## config.mk

```make
export PLATFORM = sky130hd
export DESIGN_NAME = vram_write_scheduler
export DESIGN_NICKNAME = d
export VERILOG_FILES = /design/src/rtl/vram_write_scheduler.sv
export SDC_FILE = /design/constraint.sdc
export NUM_CORES = 1
export LEC_CHECK = 0
export ABC_AREA = 1
export CAP_MARGIN = 25
export CORE_ASPECT_RATIO = 0.7
export CORE_MARGIN = 3
export CORE_UTILIZATION = 43
export DETAILED_ROUTE_END_ITERATION = 16
export DONT_BUFFER_PORTS = 1
export PLACE_DENSITY = 0.64
export RECOVER_POWER = 50
export SYNTH_ARGS = -nofsm -noshare
export SYNTH_HDL_FRONTEND = slang
export SYNTH_SLANG_ARGS = --single-unit
export TNS_END_PERCENT = 5
```

## constraint.sdc

```tcl
create_clock -name gpu_clk -period 6.9 [get_ports gpu_clk]
set_clock_uncertainty 0.2 [all_clocks]
set_input_delay 1.38 -clock gpu_clk [delete_from_list [all_inputs] [get_ports gpu_clk]]
set_output_delay 1.38 -clock gpu_clk [all_outputs]
set_load 0.02 [all_outputs]
```

## src/rtl/vram_write_scheduler.sv

```systemverilog
// VRAM write scheduler: queues CPU writes and commits them in FIFO order
// only while video timing reports the writable (vblank) window.
module vram_write_scheduler #(
  parameter int DEPTH  = 16,
  parameter int ADDR_W = 16,
  parameter int SEL_W  = 6
) (
  input  logic                       gpu_clk,
  input  logic                       rst,
  input  logic                       writable_i,
  input  logic                       req_valid_i,
  output logic                       req_ready_o,
  input  logic [ADDR_W-1:0]          req_address_i,
  input  logic [7:0]                 req_data_i,
  input  logic [SEL_W-1:0]           req_select_i,
  output logic                       wr_en_o,
  output logic [ADDR_W-1:0]          wr_address_o,
  output logic [7:0]                 wr_data_o,
  output logic [SEL_W-1:0]           wr_select_o,
  output logic [$clog2(DEPTH):0]     count_o,
  output logic                       pending_o,
  output logic                       overflow_o,
  input  logic                       clr_overflow_i
);

  localparam int PW = $clog2(DEPTH);
  localparam int CW = PW + 1;

  typedef struct packed {
    logic [ADDR_W-1:0] address;
    logic [7:0]        data;
    logic [SEL_W-1:0]  select;
  } entry_t;

  entry_t        mem [DEPTH];
  logic [PW-1:0] wptr;
  logic [PW-1:0] rptr;
  logic [CW-1:0] count;
  logic [CW-1:0] count_nxt;
  logic          push;
  logic          pop;
  logic          drop;

  assign req_ready_o = count < CW'(DEPTH);
  // select==0 requests are ignored entirely, even when full
  assign push = req_valid_i && req_ready_o && (|req_select_i);
  assign drop = req_valid_i && !req_ready_o && (|req_select_i);
  assign pop  = writable_i && (count != '0);
  assign count_o = count;

  always_comb begin
    count_nxt = count;
    if (push && !pop)
      count_nxt = count + CW'(1);
    else if (!push && pop)
      count_nxt = count - CW'(1);
  end

  always_ff @(posedge gpu_clk) begin
    if (push)
      mem[wptr] <= '{req_address_i, req_data_i, req_select_i};
  end

  always_ff @(posedge gpu_clk) begin
    if (rst) begin
      wptr         <= '0;
      rptr         <= '0;
      count        <= '0;
      pending_o    <= 1'b0;
      wr_en_o      <= 1'b0;
      wr_address_o <= '0;
      wr_data_o    <= '0;
      wr_select_o  <= '0;
      overflow_o   <= 1'b0;
    end else begin
      if (push)
        wptr <= wptr + PW'(1);
      if (pop)
        rptr <= rptr + PW'(1);
      count     <= count_nxt;
      pending_o <= count_nxt != '0;
      if (pop) begin
        wr_en_o      <= 1'b1;
        wr_address_o <= mem[rptr].address;
        wr_data_o    <= mem[rptr].data;
        wr_select_o  <= mem[rptr].select;
      end else begin
        wr_en_o     <= 1'b0;
        wr_select_o <= '0;
      end
      // a fresh drop beats a simultaneous clear
      if (drop)
        overflow_o <= 1'b1;
      else if (clr_overflow_i)
        overflow_o <= 1'b0;
    end
  end

endmodule

```

==> flow_summary_export.csv <==
group,metric,value,unit
run_status,run_status,"completed",
sta,finalMaxSlewViolations,0,
sta,finalCriticalPeriod,3456,ps
critical_path,worst_setup_path_start_kind,"register",
clocking,htreeDepth,2,
job,max-cap-violations,0,
grt,globalRoute.totalOverflow,0,
power,p_per_area,331.0,nW/um^2
critical_path,timing.setup.critical_path_class,"register to register",
floorplanning,floorplan.io_pins,74,
critical_path,critical_path_peak_fanout,94,
layout,seq_cell_area,15420,sq um
route,number_of_nets_with_antenna_violations_after_routing,0,
route,residual_drc,0,
layout,final_cell_area,23080,sq um
clocking,tritoncts,"yes",
layout,nets,1670,
power,p_leak,7.541,nW
route,drt-initial-drc-count,1437,
critical_path,crit_arrival,3760,ps
power,power.internal,5.420,mW
clocking,clkLatencyLatePin,570,ps
sta,timing_hold_violations_final,0,
floorplanning,coreArea,47240,sq um
placed_design,gpl.final_weighted_congestion,0.7960,
sta,worstMarginPinSlew,1031,ps
power,seq_power_share,0.492,
sta,rel_slew_slack,0.3127,
logic_synthesis,synth_cell_type_count,27,
critical_path,cp.required,7200,ps
grt,antenna_found_initial,0,
placed_design,port_buffers,0,
floorplanning,initial_utilization,0.4423,
sta,setup-violations-final,0,
layout,post_route_cells_drive_above_1_share,0.07637,
logic_synthesis,ys_warn_count,0,
sta,achievable-frequency,0.2893,GHz
grt,grt_max_degree,176,
logic_synthesis,netlist.area_leader.share,0.6899,
logic_synthesis,primary_flip_flop_cell_chosen_by_synthesis_mapping,"sky130_fd_sc_hd__edfxtp_1",
power,vdd_drop_max,0.2073,mV
layout,layout-area-overhead-vs-synth,10.46,%
layout,num-fill-cells,4065,
clocking,cts_buffers,49,
logic_synthesis,synth_async_sr_flop_share,0,
placed_design,hpwl,25870,microns
clocking,cts.repair.resized,0,
critical_path,crit_path_end_kind,"register",
route,routed_wl,47990,microns
grt,grt_pass1_vias,12260,
power,clockPowerShare,0.331,
route,routed-via-count,12700,
route,wl_per_cell,20.78,microns
clocking,clkSinkCount,530,
grt,gr-usage-all-layers,0.1864,
logic_synthesis,synthesis.area,20890,sq um
layout,multi_input_comb_area,4771,sq um
route,via_per_inst,5.498,
grt,wire_length_of_the_first_global_routing_pass,74250,microns
sta,fraction_of_the_cycle_the_final_worst_path_needs,0.5009,
clocking,clk_pin_slew,60,ps
logic_synthesis,post_synthesis_net_count,1700,
clocking,cts_hold_buf,0,
power,power.combinational.fraction,0.177,
layout,antennaDiodeCount,0,
power,switching_share,0.2905,
logic_synthesis,post-synth-top-area-cell,"sky130_fd_sc_hd__edfxtp_1",
logic_synthesis,synth_sequential_area_ratio,0.7378,
clocking,post_cts_buffers,0,
power,switchingPower,2.219,mW
logic_synthesis,syn-mean-instance-area,12.60,sq um
clocking,maximum_root_to_sink_buffer_count,3,
sta,setup_tns,0,ps
logic_synthesis,synthTopCellsByCount,"480 x sky130_fd_sc_hd__edfxtp_1, 386 x sky130_fd_sc_hd__nor2_1, 162 x sky130_fd_sc_hd__o21ai_0",
sta,grt_setup_unrepaired,"false",
worst_hold_path,hold_class,"register to register",
floorplanning,dieArea,51310,sq um
route,firstDrtPassIters,5,
logic_synthesis,ys_seq_elements,530,
logic_synthesis,post_synth_inst_count,1658,
placed_design,detailed_place.area,21580,sq um
logic_synthesis,yosys-top-cells-area,"sky130_fd_sc_hd__edfxtp_1 69%, sky130_fd_sc_hd__nor2_1 6.9%, sky130_fd_sc_hd__dfxtp_1 4.8%, sky130_fd_sc_hd__o21ai_0 3.9%, sky130_fd_sc_hd__o211ai_1 3.6%",
floorplanning,die_height,190.4,microns
logic_synthesis,synth_enable_flop_cells,480,
clocking,cts_root_buf,"sky130_fd_sc_hd__clkbuf_16",
floorplanning,placement_row_count,66,
floorplanning,die_width,269.5,microns
logic_synthesis,synthMostInstantiatedCell,"sky130_fd_sc_hd__edfxtp_1",
==> cells by family (layout without fill, tap and decap cells) <==
| kind of cell | after synthesis | in the layout | synth area share |
|---|---|---|---|
| AND/OR/NAND/NOR | 563 | 563 | 0.1096 |
| flip-flops | 530 | 530 | 0.7378 |
| AO/OA/AOI/OAI | 395 | 395 | 0.1084 |
| buffers and inverters | 162 | 167 | 0.03952 |
| adder cells (fa/ha/maj) | 7 | 7 | 0.004192 |
| XOR/XNOR | 1 | 1 | 0.0004193 |
==> power groups by stage <==
stage | logic, mW | clock network, mW | registers, mW
after floorplan | 1.10 | 0 | 3.80
after global placement | 1.30 | 0 | 3.83
after detailed placement | 1.34 | 0 | 3.83
after CTS | 1.34 | 2.56 | 3.76
after global routing | 1.53 | 2.70 | 3.77
final | 1.35 | 2.53 | 3.76
==> worst paths after layout <==
path / startpoint / endpoint / slack, ps / cells past startpoint
max: register / wr_address_o[14] / 3440 / 10
min: rptr[3] / register / 270 / 2
max reg2reg: register / wr_address_o[14] / 3440 / 10
min reg2reg: rptr[3] / register / 270 / 2
==> layer usage <==
| metal | vias to the layer above | share of wire | GRT usage |
|---|---|---|---|
| li1 | 5952 | - | - |
| met1 | 6211 | 0.44 | 0.2597 |
| met2 | 429 | 0.45 | 0.2955 |
| met3 | 103 | 0.071 | 0.03710 |
| met4 | 0 | 0.031 | 0.06336 |
| met5 | - | 0 | 0 |
==> worst max-delay path, stage by stage (launching register included) <==
cell and delay [ps]:
sky130_fd_sc_hd__dfxtp_4 440, sky130_fd_sc_hd__buf_4 680, sky130_fd_sc_hd__buf_4 890, sky130_fd_sc_hd__nor2_1 110
sky130_fd_sc_hd__nor2_1 110, sky130_fd_sc_hd__o21ai_0 100, sky130_fd_sc_hd__o211ai_1 120, sky130_fd_sc_hd__nand3_1 220
sky130_fd_sc_hd__nand3_1 170, sky130_fd_sc_hd__o211ai_1 100, sky130_fd_sc_hd__inv_1 100
==> per-stage QoR <==
stage          hold WS [ps]  cells  setup slack [ps]  utilization  power [mW]
6_report              271.1   2309              3444       0.4886       7.639
5_1_grt               303.8   2309              3168       0.4886       8.002
4_1_cts               262.2   2307              3502       0.4876       7.670
3_5_place_dp          252.8   2221              2922       0.4568       5.172
3_3_place_gp          239.0   2212              2922       0.4520       5.136
2_1_floorplan         235.0   1658              3048            -       4.895
==> state kept, by name, summed over array words and instances, names as in the netlist, named ones only <==
name	cells
pending_o	1
wr_select_o	6
rptr	4
wptr	4
count_o	5
overflow_o	1
mem	480
wr_en_o	1
wr_data_o	8
wr_address_o	16
==> placed cells by master, fill, tap and decap left out, drive strengths merged, types with 2 or more instances in the layout <==
| cell | instances |
|---|---|
| a21oi | 17 |
| o21ai | 253 |
| nor3 | 2 |
| nor2 | 396 |
| a211oi | 5 |
| edfxtp | 480 |
| nand3 | 113 |
| dfxtp | 50 |
| o211ai | 101 |
| buf | 27 |
| clkinv | 21 |
| clkbuf | 65 |
| inv | 53 |
| ha | 7 |
| o22ai | 19 |
| nand2 | 50 |
==> layout make-up <==
cell class | count | share of cell area
inverters | 53 | 0.008946
multi-input cells | 966 | 0.2067
repair buffers | 28 | 0.01805
flip-flops and latches | 530 | 0.6683
clock inverters | 22 | 0.005259
well taps | 646 | 0.03502
clock buffers | 64 | 0.05774
Note: power is estimated with default switching activity, not from simulation.
